<file path="config.mk">
export PLATFORM = sky130hd
export DESIGN_NAME = pt2262_frame_seq
export DESIGN_NICKNAME = d
export VERILOG_FILES = /design/src/rtl/pt2262_frame_seq.sv
export SDC_FILE = /design/constraint.sdc
export NUM_CORES = 1
export LEC_CHECK = 0
export CELL_PAD_IN_SITES_DETAIL_PLACEMENT = 0
export CELL_PAD_IN_SITES_GLOBAL_PLACEMENT = 1
export CORE_ASPECT_RATIO = 1.5
export CORE_MARGIN = 4
export CORE_UTILIZATION = 30
export CTS_BUF_LIST = sky130_fd_sc_hd__clkbuf_4
export CTS_CLUSTER_DIAMETER = 80
export DETAILED_ROUTE_END_ITERATION = 8
export PLACE_DENSITY = 0.65
export SLEW_MARGIN = 20
export SYNTH_ARGS = -nofsm -noshare
export SYNTH_HDL_FRONTEND = slang
export SYNTH_SLANG_ARGS = --single-unit
</file>
<file path="constraint.sdc">
create_clock -name clk -period 2 [get_ports clk]
set_input_delay 0.3 -clock clk [delete_from_list [all_inputs] [get_ports clk]]
set_output_delay 0.3 -clock clk [all_outputs]
set_load 0.01 [all_outputs]
</file>
<file path="src/rtl/pt2262_frame_seq.sv">
// rtl/pt2262_frame_seq.sv - PT2262-style framed encoder: TRITS code trits plus sync, repeated REPEATS times
module pt2262_frame_seq #(
    parameter int TRITS   = 12,
    parameter int REPEATS = 4
) (
    input  logic               clk,
    input  logic               rst_n,
    input  logic [2*TRITS-1:0] frame_data,
    input  logic               frame_valid,
    output logic               frame_ready,
    input  logic               abort,
    output logic               q,
    output logic               busy,
    output logic               frame_done,
    output logic               tx_done,
    output logic               code_err
);

    localparam int TIW = (TRITS > 1) ? $clog2(TRITS) : 1;
    localparam int RW  = $clog2(REPEATS) + 1;

    if (REPEATS < 1) begin : g_bad_repeats
        $error("pt2262_frame_seq: REPEATS must be >= 1");
    end

    typedef enum logic [1:0] {IDLE, TRIT, SYNC} state_t;

    state_t             state;
    logic [2*TRITS-1:0] hold;
    logic [4:0]         trit_cnt;
    logic [6:0]         sync_cnt;
    logic [TIW-1:0]     trit_idx;
    logic [RW-1:0]      rep_cnt;
    logic               illegal;

    // Each trit is two 16-sample halves; a half is either 4H12L (short) or 12H4L (long).
    function automatic logic trit_wave(input logic [1:0] code, input logic [4:0] s);
        logic short_h;
        logic long_h;
        short_h = (s[3:0] < 4'd4);
        long_h  = (s[3:0] < 4'd12);
        case (code)
            2'b00:   return short_h;
            2'b01:   return long_h;
            2'b10:   return s[4] ? long_h : short_h;
            default: return 1'b0;
        endcase
    endfunction

    function automatic logic [1:0] code_at(input logic [2*TRITS-1:0] w, input logic [TIW-1:0] idx);
        return w[2*int'(idx) +: 2];
    endfunction

    always_comb begin
        illegal = 1'b0;
        for (int i = 0; i < TRITS; i++) begin
            if (frame_data[2*i +: 2] == 2'b11) illegal = 1'b1;
        end
    end

    assign busy        = (state != IDLE);
    assign frame_ready = (state == IDLE);

    // q is registered from the sample that the next state/counter values select,
    // so sample 0 of trit 0 appears in the first cycle after accept.
    always_ff @(posedge clk or negedge rst_n) begin
        if (!rst_n) begin
            state      <= IDLE;
            hold       <= '0;
            trit_cnt   <= '0;
            sync_cnt   <= '0;
            trit_idx   <= '0;
            rep_cnt    <= '0;
            q          <= 1'b0;
            frame_done <= 1'b0;
            tx_done    <= 1'b0;
            code_err   <= 1'b0;
        end else begin
            frame_done <= 1'b0;
            tx_done    <= 1'b0;
            code_err   <= 1'b0;
            case (state)
                IDLE: begin
                    q <= 1'b0;
                    if (frame_valid && !abort) begin
                        if (illegal) begin
                            code_err <= 1'b1;
                        end else begin
                            hold     <= frame_data;
                            state    <= TRIT;
                            trit_cnt <= '0;
                            sync_cnt <= '0;
                            trit_idx <= '0;
                            rep_cnt  <= '0;
                            q        <= trit_wave(frame_data[1:0], 5'd0);
                        end
                    end
                end
                TRIT: begin
                    if (abort) begin
                        state    <= IDLE;
                        q        <= 1'b0;
                        trit_cnt <= '0;
                        trit_idx <= '0;
                        rep_cnt  <= '0;
                    end else if (trit_cnt == 5'd31) begin
                        trit_cnt <= '0;
                        if (trit_idx == TIW'(TRITS - 1)) begin
                            state    <= SYNC;
                            sync_cnt <= '0;
                            trit_idx <= '0;
                            q        <= 1'b1;
                        end else begin
                            trit_idx <= trit_idx + TIW'(1);
                            q        <= trit_wave(code_at(hold, trit_idx + TIW'(1)), 5'd0);
                        end
                    end else begin
                        trit_cnt <= trit_cnt + 5'd1;
                        q        <= trit_wave(code_at(hold, trit_idx), trit_cnt + 5'd1);
                    end
                end
                SYNC: begin
                    if (abort) begin
                        state    <= IDLE;
                        q        <= 1'b0;
                        sync_cnt <= '0;
                        rep_cnt  <= '0;
                    end else if (sync_cnt == 7'd127) begin
                        sync_cnt <= '0;
                        if (rep_cnt == RW'(REPEATS - 1)) begin
                            state   <= IDLE;
                            rep_cnt <= '0;
                            q       <= 1'b0;
                        end else begin
                            state    <= TRIT;
                            trit_cnt <= '0;
                            trit_idx <= '0;
                            rep_cnt  <= rep_cnt + RW'(1);
                            q        <= trit_wave(hold[1:0], 5'd0);
                        end
                    end else begin
                        sync_cnt <= sync_cnt + 7'd1;
                        q        <= (sync_cnt < 7'd3);
                        if (sync_cnt == 7'd126) begin
                            frame_done <= 1'b1;
                            tx_done    <= (rep_cnt == RW'(REPEATS - 1));
                        end
                    end
                end
                default: begin
                    state <= IDLE;
                    q     <= 1'b0;
                end
            endcase
        end
    end

endmodule

</file>
# Word-level counts from Yosys, hierarchy flattened
# Index checks and enable logic that the tools add are counted.
# Widths: inputs -> output; s select.
# classes
add_sub_neg,4
multipliers,0
n_div,0
order_cmp,3
n_eq_ne,39
n_shift,2
muxes,78
bitwise_logic,1
reduce_logical,18
# ops
operator,count
$mux 7,7
$shiftx 24x6->2,2
$mux 1,36
$mux 5,7
$eq 2x2->1 const B,17
$mux 4,8
$pmux 7 s3,1
$mux 3,6
$ne 2x2->1 const B,8
$pmux 5 s3,1
$eq 7x7->1 const B,2
$mux 2,7
$pmux 4 s3,1
$reduce_and 6->1,2
$eq 2x1->1 const B,5
$logic_not 2->1,5
$reduce_and 5->1,2
$ne 3x3->1 const B,3
$pmux 3 s3,1
$reduce_or 3->1,3
$add 7x1->7 const B,1
$lt 7x2->1 const B,1
$reduce_and 7->1,1
$pmux 1 s3,2
other kinds (16),16
# totals
reg_bits,49
latchBits,0
ramBits,0
romBits,0
inputBits,28
out_inout_bits,6
wordCells,155
mem_count,0

# Depth between registers and ports, before layout
# Gate-level depths: netlist of the first run.
# depth
depth_word,16
ltp_mapped,9
mapped_depth_nobuf,8

# Least setup slack after synthesis of the first run
# No wires, ideal clock.
# synth_path
path_kind,reg-to-reg
startpoint,register trit_cnt[0]
endpoint,register sync_cnt[5]
setup_ns,0.082
arrival_ns,1.888
required_time_ns,1.918
path_slack_ns,0.030
stages_incl_launch_ff,10
path_buffers,1
synth_period_minus_slack_ns,1.970
path_cell_list,dfrtp_1 ha_1 clkbuf_1 and3_1 ha_1 nand3_1 nor2_1 o21ai_0 nand2_1 a31oi_1
# synth_via
elab_chain_len,3
# synth_rtl
element,line_no,text
from (decl),30,logic [4:0] trit_cnt;
from (signal assigned),118,trit_cnt <= trit_cnt + 5'd1;
$eq 5x5->1,106,end else if (trit_cnt == 5'd31) begin
$ne 2x2->1 (no line),n/a,
$reduce_and 6->1 (no line),n/a,
to (signal assigned),142,sync_cnt <= sync_cnt + 7'd1;
to (decl),31,logic [6:0] sync_cnt;
# Every way passes these cells.
# A chain may end at the register's enable or synchronous reset.

# Final worst setup path of the first run
# layout_path
startpoint,register trit_idx[0]
endpoint,register q
# layout_via
elab_chain_len,9
elab_cells_between_ends,17
cone_classes,add/sub (1); eq/ne (5); shift (2); mux (6); reduce/logical (3)
# layout_rtl
element,line_no,text
from (decl),32,logic [TIW-1:0] trit_idx;
from (signal assigned),114,trit_idx <= trit_idx + TIW'(1);
$add 4x1->4,115,"q <= trit_wave(code_at(hold, trit_idx + TIW'(1)), 5'd0);"
$shiftx 24x6->2,51,return w[2*int'(idx) +: 2];
"$eq 2x2->1, or another cell as far along",42,case (code)
$reduce_or 3->1 (no line),n/a,
$mux 1,42,
$mux 1,108,if (trit_idx == TIW'(TRITS - 1)) begin
$mux 1 *,106,
$mux 1 *,100,if (abort) begin
$pmux 1 s3 *,82,case (state)
to (signal assigned),95,"q <= trit_wave(frame_data[1:0], 5'd0);"
to (signal assigned),115,
to (signal assigned),119,"q <= trit_wave(code_at(hold, trit_idx), trit_cnt + 5'd1);"
to (decl),12,"output logic q,"
# Mark *: on every way between the ends. The rest lies on a longest branch, timed or not.

==> results of run 1 <==
==> synth_stat cells, drive strengths merged (2+ instances only) <==
| master | instances |
|---|---|
| dfrtp | 49 |
| and3 | 3 |
| inv | 9 |
| o2bb2ai | 2 |
| buf | 8 |
| nor3 | 7 |
| nor2 | 14 |
| mux2 | 25 |
| o211ai | 2 |
| nor4 | 4 |
| mux2i | 4 |
| o21ai | 15 |
| and4 | 2 |
| a22o | 2 |
| clkbuf | 4 |
| a31oi | 7 |
| o22ai | 4 |
| nand4 | 2 |
| nand2 | 32 |
| a22oi | 5 |
| nand3 | 9 |
| xor2 | 2 |
| o41ai | 2 |
| nand2b | 5 |
| and2b | 3 |
| ha | 6 |
| mux4 | 9 |
| a21oi | 15 |
| a21boi | 2 |
==> power groups by stage <==
stage          sequential [mW]  clock [mW]  combinational (mW)
2_1_floorplan             1.19           0               0.212
4_1_cts                   1.20       0.620               0.436
3_3_place_gp              1.21           0               0.427
6_report                  1.20       0.595               0.442
5_1_grt                   1.21       0.656               0.493
3_5_place_dp              1.22           0               0.432
==> layer usage <==
| metal | vias to the layer above | part of all wire | global-route usage |
|---|---|---|---|
| li1 | 1138 | - | - |
| met3 | 10 | 0.026 | 0.0181 |
| met5 | - | 0 | 0 |
| met1 | 1135 | 0.43 | 0.169 |
| met2 | 35 | 0.52 | 0.238 |
| met4 | 0 | 0.028 | 0.0659 |
==> state kept, by name, summed over array words and instances (netlist names) <==
| signal | count |
|---|---|
| code_err | 1 |
| frame_done | 1 |
| hold | 24 |
| q | 1 |
| rep_cnt | 3 |
| state | 2 |
| sync_cnt | 7 |
| trit_cnt | 5 |
| trit_idx | 4 |
| tx_done | 1 |
==> final timing paths <==
check,cells after the start,end,slack [ns],startpoint
max,7,q,0.02,trit_idx[0]
min reg2reg,1,rep_cnt[2],0.50,rep_cnt[2]
min in group clk,1,rep_cnt[2],0.50,rep_cnt[2]
max reg2reg,7,q,0.02,trit_idx[0]
max in group asynchronous,3,code_err,1.01,rst_n
min,2,hold[3],0.44,rst_n
==> final cells by class <==
class / count / area share
Sequential cell: 49 / 0.325
Tap cell: 112 / 0.0371
Clock inverter: 2 / 0.00895
Inverter: 9 / 0.00895
Antenna cell: 1 / 0.000663
Clock buffer: 6 / 0.0119
Multi-Input combinational cell: 196 / 0.413
Timing Repair Buffer: 82 / 0.194
==> cells in the final DEF, fill, tap and decap left out, drive strengths merged, types with 3 or more instances in the layout <==
master and instances:
ha 6, o22ai 4, dfrtp 49, clkdlybuf4s50 30
and3 3, clkbuf 6, buf 49, a21oi 15
nor2 14, o21ai 15, nand2 32, mux2i 4
nand2b 5, nor4 4, mux4 9, a31oi 7
mux2 25, a22oi 5, inv 9, and2b 3
nor3 7, nand3 9
==> cell families after synthesis <==
logic type | share of synthesized area
XOR/XNOR | 0.0118
flip-flops | 0.430
buffers and inverters | 0.0430
AO/OA/AOI/OAI | 0.145
AND/OR/NAND/NOR | 0.160
multiplexers | 0.184
adder cells (fa/ha/maj) | 0.0263
==> critical path, cell delays in order (launching register included) <==
cell,delay (ns)
dfrtp_1,0.44
buf_6,0.19
mux4_2,0.50
mux2i_1,0.20
o21ai_0,0.11
a31oi_1,0.18
o211ai_1,0.12
o2bb2ai_2,0.14
==> per-stage QoR <==
step	instances	util
2_1_floorplan	266	-
3_3_place_gp	446	0.390
3_5_place_dp	446	0.390
4_1_cts	455	0.403
5_1_grt	457	0.408
6_report	457	0.408
==> timing repair <==
item,4_1_cts,5_1_grt
buffers inserted,0,1
resized for setup,6,10
setup endpoints to repair,4,30
hold buffers,1,0
pin swaps,5,2
endpoints found under the hold margin,23,0
==> impl_metrics.json, run 1 <==
{
  "switching_power_mw": 0.597,
  "insertion_delay_ns": 0.37,
  "clkTransAtPathRegs_ns": 0.14,
  "root_buffer": "clkbuf_4",
  "hold_viol_final": 0,
  "drc": 0,
  "core.rowCount": 43,
  "routed_wl_um": 7340,
  "rsz0062_at_grt": "yes",
  "synth_area_um2": 2850,
  "drive_gt1_frac": 0.285,
  "numPortBuffers": 33,
  "p_seq_frac": 0.536,
  "hold_path.class": "in -> async",
  "maxSlewViolCount": 0,
  "tns_ns": 0,
  "ir_drop_mv": 0.331,
  "yosysWarnings": 0,
  "dpl.hpwl_um": 5750,
  "final_antenna_net_count": 0,
  "num-nets-final": 377,
  "die_area_um2": 11200,
  "io_pins": 34,
  "synth.top_cells.by_area": "dfrtp_1, mux4_2, mux2_1, mux2_2, nand2_1",
  "first_global_vias": 2473,
  "gp_routability_congestion": 0.819,
  "period_share": 0.992,
  "worstPathRequired_ns": 2.27,
  "fin_crit_ns": 1.98,
  "syn_to_final_growth_pct": 32.4,
  "die_h_um": 127,
  "firstDrtPassIters": 4,
  "final_cell_area_um2": 3770,
  "comb_power_share": 0.198,
  "cts_sinks": 49,
  "synth_top_area_frac": 0.430,
  "filler_cell_count": 940,
  "max_slew_margin": 0.619,
  "cts-buffers-inserted": 5,
  "place_ws_ns": -0.333,
  "via_count": 2318,
  "intPower_mw": 1.64,
  "outcome": "complete, no violations",
  "finalClockSkew_ns": 0.00802,
  "syn_nets": 300,
  "grt_overflow": 0,
  "grtUsageTotal": 0.139,
  "grt_max_degree": 27,
  "fmax_mhz": 504,
  "wl_per_cell_um": 16.1,
  "startpoint_type": "flip-flop",
  "register_area_um2": 1230,
  "synthDistinctLibCells": 53,
  "ys_seq_area_frac": 0.430,
  "synth_top_flop_cell": "dfrtp_1",
  "synth_edf_count": 0,
  "critPathKind": "reg -> reg",
  "worst_pin_slew_ns": 0.572,
  "cp.arrival_ns": 2.25,
  "setup_violations": 0,
  "power_mw": 2.23,
  "start_util": 0.308,
  "placed_cell_area_um2": 3610,
  "synth-seq-cells": 49,
  "antenna_found_initial": 1,
  "holdWs_ns": 0.442,
  "yosys.area.top_type": "dfrtp_1",
  "drv_cap": 0,
  "cp_max_fo": 12,
  "netlist_instances": 266,
  "avgViaCountPerCell": 5.07,
  "h-tree-depth": 2,
  "drtIter0Drc": 109,
  "async_flop_share": 1.00,
  "worstSetupEndpointType": "flip-flop",
  "core_area_um2": 9250,
  "switching_share": 0.267,
  "grt_pass1_wl_um": 12000,
  "syn_avg_cell_area_um2": 10.7,
  "cts.path.max_buffers": 2,
  "multi_input_area_um2": 1560,
  "p_leak_nw": 1.69,
  "p_per_area_nw_per_um2": 592,
  "cts_tree": "built",
  "layout_setup_ws_ns": 0.0163,
  "die_x_um": 87.6,
  "clkPwrFrac": 0.266
}
Note: power is estimated with default switching activity, not from simulation.
==> run 2: changes to the inputs <==
--- a/config.mk
+++ b/config.mk
@@ -13,7 +13,9 @@
 export CTS_BUF_LIST = sky130_fd_sc_hd__clkbuf_4
 export CTS_CLUSTER_DIAMETER = 80
 export DETAILED_ROUTE_END_ITERATION = 8
+export HOLD_SLACK_MARGIN = 0.02
 export PLACE_DENSITY = 0.65
+export SETUP_SLACK_MARGIN = 0.1
 export SLEW_MARGIN = 20
 export SYNTH_ARGS = -nofsm -noshare
 export SYNTH_HDL_FRONTEND = slang
==> run 2 against run 1 <==
Clock power is 24% lower. Register-to-register slack better by 0.02 ns. Combinational power is 1% higher. Die area stayed put. Routed wire length is 0.55% lower. Via count is 2.7% higher. Sequential power hardly changed. Critical endpoint unchanged.
==> impl_metrics.json, run 2 (synthesis gave the netlist of run 1 again) <==
{
  "outcome": "complete, no violations",
  "filler_cell_count": 955,
  "insertion_delay_ns": 0.38,
  "worst_pin_slew_ns": 0.407,
  "drc": 0,
  "wl_per_cell_um": 15.7,
  "die_area_um2": 11200,
  "max_slew_margin": 0.725,
  "hold_path.class": "in -> reg",
  "cts_sinks": 49,
  "ir_drop_mv": 0.409,
  "numPortBuffers": 33,
  "p_leak_nw": 1.76,
  "finalClockSkew_ns": 0.0173,
  "grt_max_degree": 48,
  "first_global_vias": 2374,
  "tns_ns": 0,
  "period_share": 0.981,
  "final_antenna_net_count": 0,
  "largest_register_ff_count": 24,
  "timing.rr.start": "trit_idx[0]",
  "cp_max_fo": 3,
  "layout_commonest_cell": "buf_4",
  "final_core_util": 0.415,
  "cts.path.max_buffers": 2,
  "min_to": "hold[13]",
  "final_cell_area_um2": 3840,
  "regMostFlops": "hold",
  "core_area_um2": 9250,
  "setup_violations": 0,
  "fin_crit_ns": 1.96,
  "maxSlewViolCount": 0,
  "drive_gt1_frac": 0.318,
  "mostFrequentLayoutCells": "buf_4, dfrtp_1, nand2_1, clkdlybuf4s50_1",
  "die_h_um": 127,
  "dp_cells": 442,
  "rr_endpoint": "q",
  "cts_tree": "built",
  "num-nets-final": 386,
  "drtIter0Drc": 164,
  "firstDrtPassIters": 4,
  "cp.arrival_ns": 2.23,
  "h-tree-depth": 2,
  "syn_to_final_growth_pct": 34.7,
  "grt_overflow": 0,
  "startpoint_type": "flip-flop",
  "grtUsageTotal": 0.140,
  "p_per_area_nw_per_um2": 548,
  "worstSetupEndpointType": "flip-flop",
  "dpl.hpwl_um": 5540,
  "largestRegisters": "hold (24), sync_cnt (7), trit_cnt (5)",
  "drv_cap": 0,
  "grt_pass1_wl_um": 12100,
  "rsz0062_at_grt": "yes",
  "gp_routability_congestion": 0.864,
  "worstHoldStart": "frame_data[13]",
  "core.rowCount": 43,
  "critPathKind": "reg -> reg",
  "via_count": 2380,
  "cts-buffers-inserted": 5,
  "fmax_mhz": 510,
  "die_x_um": 87.6,
  "layout.cells.non_filler": 465,
  "reg2regPathDepth": 7,
  "avgViaCountPerCell": 5.12,
  "clkTransAtPathRegs_ns": 0.13,
  "start_util": 0.308,
  "worstPathRequired_ns": 2.27,
  "hold_viol_final": 0,
  "antenna_found_initial": 1,
  "holdPathStages": 2,
  "root_buffer": "clkbuf_4",
  "placed_cell_area_um2": 3580,
  "routed_wl_um": 7300,
  "io_pins": 34,
  "r2r_slack_ns": 0.04
}
==> run 2: cell types whose count changed in the layout (fill, tap and decap cells not counted), sizes merged <==
cell           previous run  this run
bufinv                    1         0
clkdlybuf4s50            30        25
buf                      49        58
dlygate4sd2               0         2
dlymetal6s2s              2         5
==> run 2: worst max-delay path, stage by stage, from the launching register on <==
cell and delay (ns):
dfrtp_1 0.44, ha_4 0.20, xor2_4 0.20, mux4_2 0.53, mux2i_1 0.16, a21o_1 0.14
a21oi_2 0.06, o2bb2ai_2 0.14
==> run 2: routing by layer <==
metal | global-route usage | part of all wire | up-vias
met1 | 0.169 | 0.42 | 1163
met4 | 0.0551 | 0.022 | 0
met2 | 0.244 | 0.53 | 44
li1 | - | - | 1164
met5 | 0 | 0 | -
met3 | 0.0213 | 0.031 | 9
==> run 2: worst max path at each step <==
stage / start / slack [ns] / cells past startpoint / end
after floorplan: rep_cnt[0] / 0.09 / 7 / trit_idx[1]
after global placement: frame_data[2] / -0.32 / 8 / trit_idx[1]
after detailed placement: frame_data[2] / -0.36 / 8 / trit_idx[1]
after CTS: trit_idx[1] / 0.02 / 7 / q
after global routing: trit_idx[0] / -0.08 / 7 / q
final: trit_idx[0] / 0.04 / 7 / q
==> run 2: where the power goes <==
part	switching [mW]	internal [mW]
clock	0.312	0.142
combinational	0.183	0.264
sequential	0.0980	1.10
total	0.593	1.51
==> run 2: through the flow <==
stage	power [mW]	hold slack, ns	setup slack, ns
floorplan	1.41	0.00441	0.0946
global placement	1.63	0.111	-0.323
detailed placement	1.64	0.112	-0.358
CTS	2.11	0.232	0.0159
global route	2.23	0.213	-0.0843
finish	2.10	0.215	0.0379
==> run 2: final cells by class <==
class	count	area, um^2	area share
inverters	9	33.8	0.00879
multi-input cells	196	1580	0.411
diodes	1	2.50	0.000651
clock buffers	6	45.0	0.0117
well taps	112	140	0.0365
flip-flops and latches	49	1230	0.319
clock inverters	1	3.75	0.000977
repair buffers	91	810	0.211
==> run 2: repair_timing <==
item,4_1_cts,5_1_grt
hold buffers,1,0
buffers inserted,1,13
setup endpoints to repair,32,37
gates resized for setup,10,16
pin swaps,7,9
hold endpoints to repair,49,0
==> run 3: changes to the inputs <==
--- a/config.mk
+++ b/config.mk
@@ -5,6 +5,7 @@
 export SDC_FILE = /design/constraint.sdc
 export NUM_CORES = 1
 export LEC_CHECK = 0
+export CAP_MARGIN = 10
 export CELL_PAD_IN_SITES_DETAIL_PLACEMENT = 0
 export CELL_PAD_IN_SITES_GLOBAL_PLACEMENT = 1
 export CORE_ASPECT_RATIO = 1.5
==> constraint.sdc (replaced) <==
create_clock -name clk -period 2 [get_ports clk]
set_input_delay 0.3 -clock clk [delete_from_list [all_inputs] [get_ports clk]]
set_output_delay 0.3 -clock clk [all_outputs]
set_load 0.1 [all_outputs]
==> run 3 against run 2 <==
Setup slack improved by 0.020 ns. Clock-buffer cell count shrank 1. Fmax rose by 1.0%. Die area did not move. Global-route usage shrank 0.26 points. Critical path type is now in -> reg. Largest cell class unchanged. Largest power group unchanged. Highest routed layer unchanged.
==> impl_metrics.json, run 3 (synthesis gave the netlist of run 1 again) <==
{
  "ir_drop_mv": 0.372,
  "cts_sinks": 49,
  "largestRegisters": "hold (24), sync_cnt (7), trit_cnt (5)",
  "maxSlewViolCount": 0,
  "startpoint_type": "input port",
  "drc": 0,
  "register_area_um2": 1230,
  "root_buffer": "clkbuf_4",
  "placed_cell_area_um2": 3730,
  "start_util": 0.308,
  "fmax_mhz": 515,
  "worst_pin_slew_ns": 0.639,
  "switching_share": 0.286,
  "antenna_found_initial": 1,
  "hold_path.class": "in -> async",
  "drtIter0Drc": 105,
  "cts-buffers-inserted": 5,
  "cts.path.max_buffers": 2,
  "firstDrtPassIters": 4,
  "r2r_slack_ns": 0.06,
  "drv_cap": 0,
  "cp_max_fo": 5,
  "cp.arrival_ns": 2.21,
  "multi_input_area_um2": 1670,
  "num-nets-final": 388,
  "regMostFlops": "hold",
  "routed_wl_um": 7270,
  "worstPathRequired_ns": 2.27,
  "p_per_area_nw_per_um2": 549,
  "cts_tree": "built",
  "critPathKind": "in -> reg",
  "clkTransAtPathRegs_ns": 0.15,
  "switching_power_mw": 0.618,
  "die_area_um2": 11200,
  "worstSetupEndpointType": "flip-flop",
  "via_count": 2328,
  "grtUsageTotal": 0.137,
  "setup_violations": 0,
  "intPower_mw": 1.55,
  "rsz0062_at_grt": "yes",
  "period_share": 0.971,
  "reg2regPathDepth": 7,
  "die_h_um": 127,
  "gp_routability_congestion": 0.789,
  "hold_viol_final": 0,
  "fin_crit_ns": 1.94,
  "io_pins": 34,
  "drive_gt1_frac": 0.383,
  "cts-hold-fix-buffers": 0,
  "final_cell_area_um2": 3950,
  "avgViaCountPerCell": 4.97,
  "final_antenna_net_count": 0,
  "wl_per_cell_um": 15.5,
  "layout_commonest_cell": "buf_4",
  "power_mw": 2.17,
  "use_met3": 0.0181,
  "grt_util_met2": 0.235,
  "p_leak_nw": 1.77,
  "dpl.hpwl_um": 5530,
  "numPortBuffers": 33,
  "largest_register_ff_count": 24,
  "insertion_delay_ns": 0.37,
  "grt_overflow": 0,
  "clkPwrFrac": 0.208,
  "grtUsageMet1": 0.176,
  "core_area_um2": 9250,
  "core.rowCount": 43,
  "holdWs_ns": 0.0112,
  "max_slew_margin": 0.574,
  "grt_max_degree": 50,
  "grt_pass1_wl_um": 12000,
  "rr_endpoint": "trit_idx[1]",
  "outcome": "complete, no violations",
  "first_global_vias": 2423,
  "gr-max-usage-layer": "met2",
  "comb_power_share": 0.238,
  "syn_to_final_growth_pct": 38.4,
  "die_x_um": 87.6,
  "finalClockSkew_ns": 0.0159,
  "filler_cell_count": 921,
  "p_seq_frac": 0.555,
  "h-tree-depth": 2,
  "mostFrequentLayoutCells": "buf_4, dfrtp_1, nand2_1, clkdlybuf4s50_1, mux2_4",
  "timing.rr.start": "rep_cnt[0]",
  "final_core_util": 0.427
}
[run 3: worst max path at each step]
stage | endpoint | slack, ns | startpoint
after floorplan | code_err | -0.07 | state[0]
after global placement | trit_idx[1] | -0.32 | frame_data[2]
after detailed placement | trit_idx[1] | -0.35 | frame_data[2]
after CTS | q | 0.05 | trit_idx[0]
after global routing | q | -0.04 | trit_idx[0]
final | trit_idx[1] | 0.06 | frame_data[0]
[run 3: stage by stage]
step | TNS, ns | instances | setup slack (ns)
after floorplan | -0.155 | 266 | -0.0717
after global placement | -9.74 | 451 | -0.317
after detailed placement | -10.77 | 451 | -0.345
after CTS | 0 | 462 | 0.0463
after global routing | -0.0421 | 468 | -0.0421
final | 0 | 468 | 0.0581
[run 3: layout make-up]
| cell class | instances | area share |
|---|---|---|
| flip-flops and latches | 49 | 0.311 |
| repair buffers | 93 | 0.209 |
| clock buffers | 5 | 0.00951 |
| inverters | 9 | 0.00856 |
| multi-input cells | 196 | 0.423 |
| well taps | 112 | 0.0355 |
| clock inverters | 3 | 0.00317 |
| diodes | 1 | 0.000634 |
[run 3: routing by layer]
layer	part of all wire	vias up	routed length, um
li1	-	1161	-
met1	0.44	1128	3170
met2	0.53	35	3820
met3	0.026	4	191
met4	0.012	0	85
met5	0	-	0
[run 3: repair_timing]
action / in CTS / in global routing
setup endpoints to repair: 13 / 37
cloned: 0 / 1
gates resized for setup: 9 / 13
pin swaps: 8 / 4
buffers inserted: 3 / 4
[run 3: power by group through the flow]
stage,logic [mW],registers [mW],clock network (mW)
3_3_place_gp,0.499,1.22,0
5_1_grt,0.567,1.22,0.498
3_5_place_dp,0.507,1.22,0
4_1_cts,0.513,1.20,0.467
6_report,0.514,1.20,0.450
2_1_floorplan,0.272,1.21,0
[run 3: worst max-delay path, stage by stage]
cell	delay [ns]
clkdlybuf4s50_1	0.45
a22oi_2	0.22
nand2_1	0.12
buf_4	0.17
o41ai_4	0.44
a21boi_4	0.14
nand2b_4	0.17
a32o_1	0.19
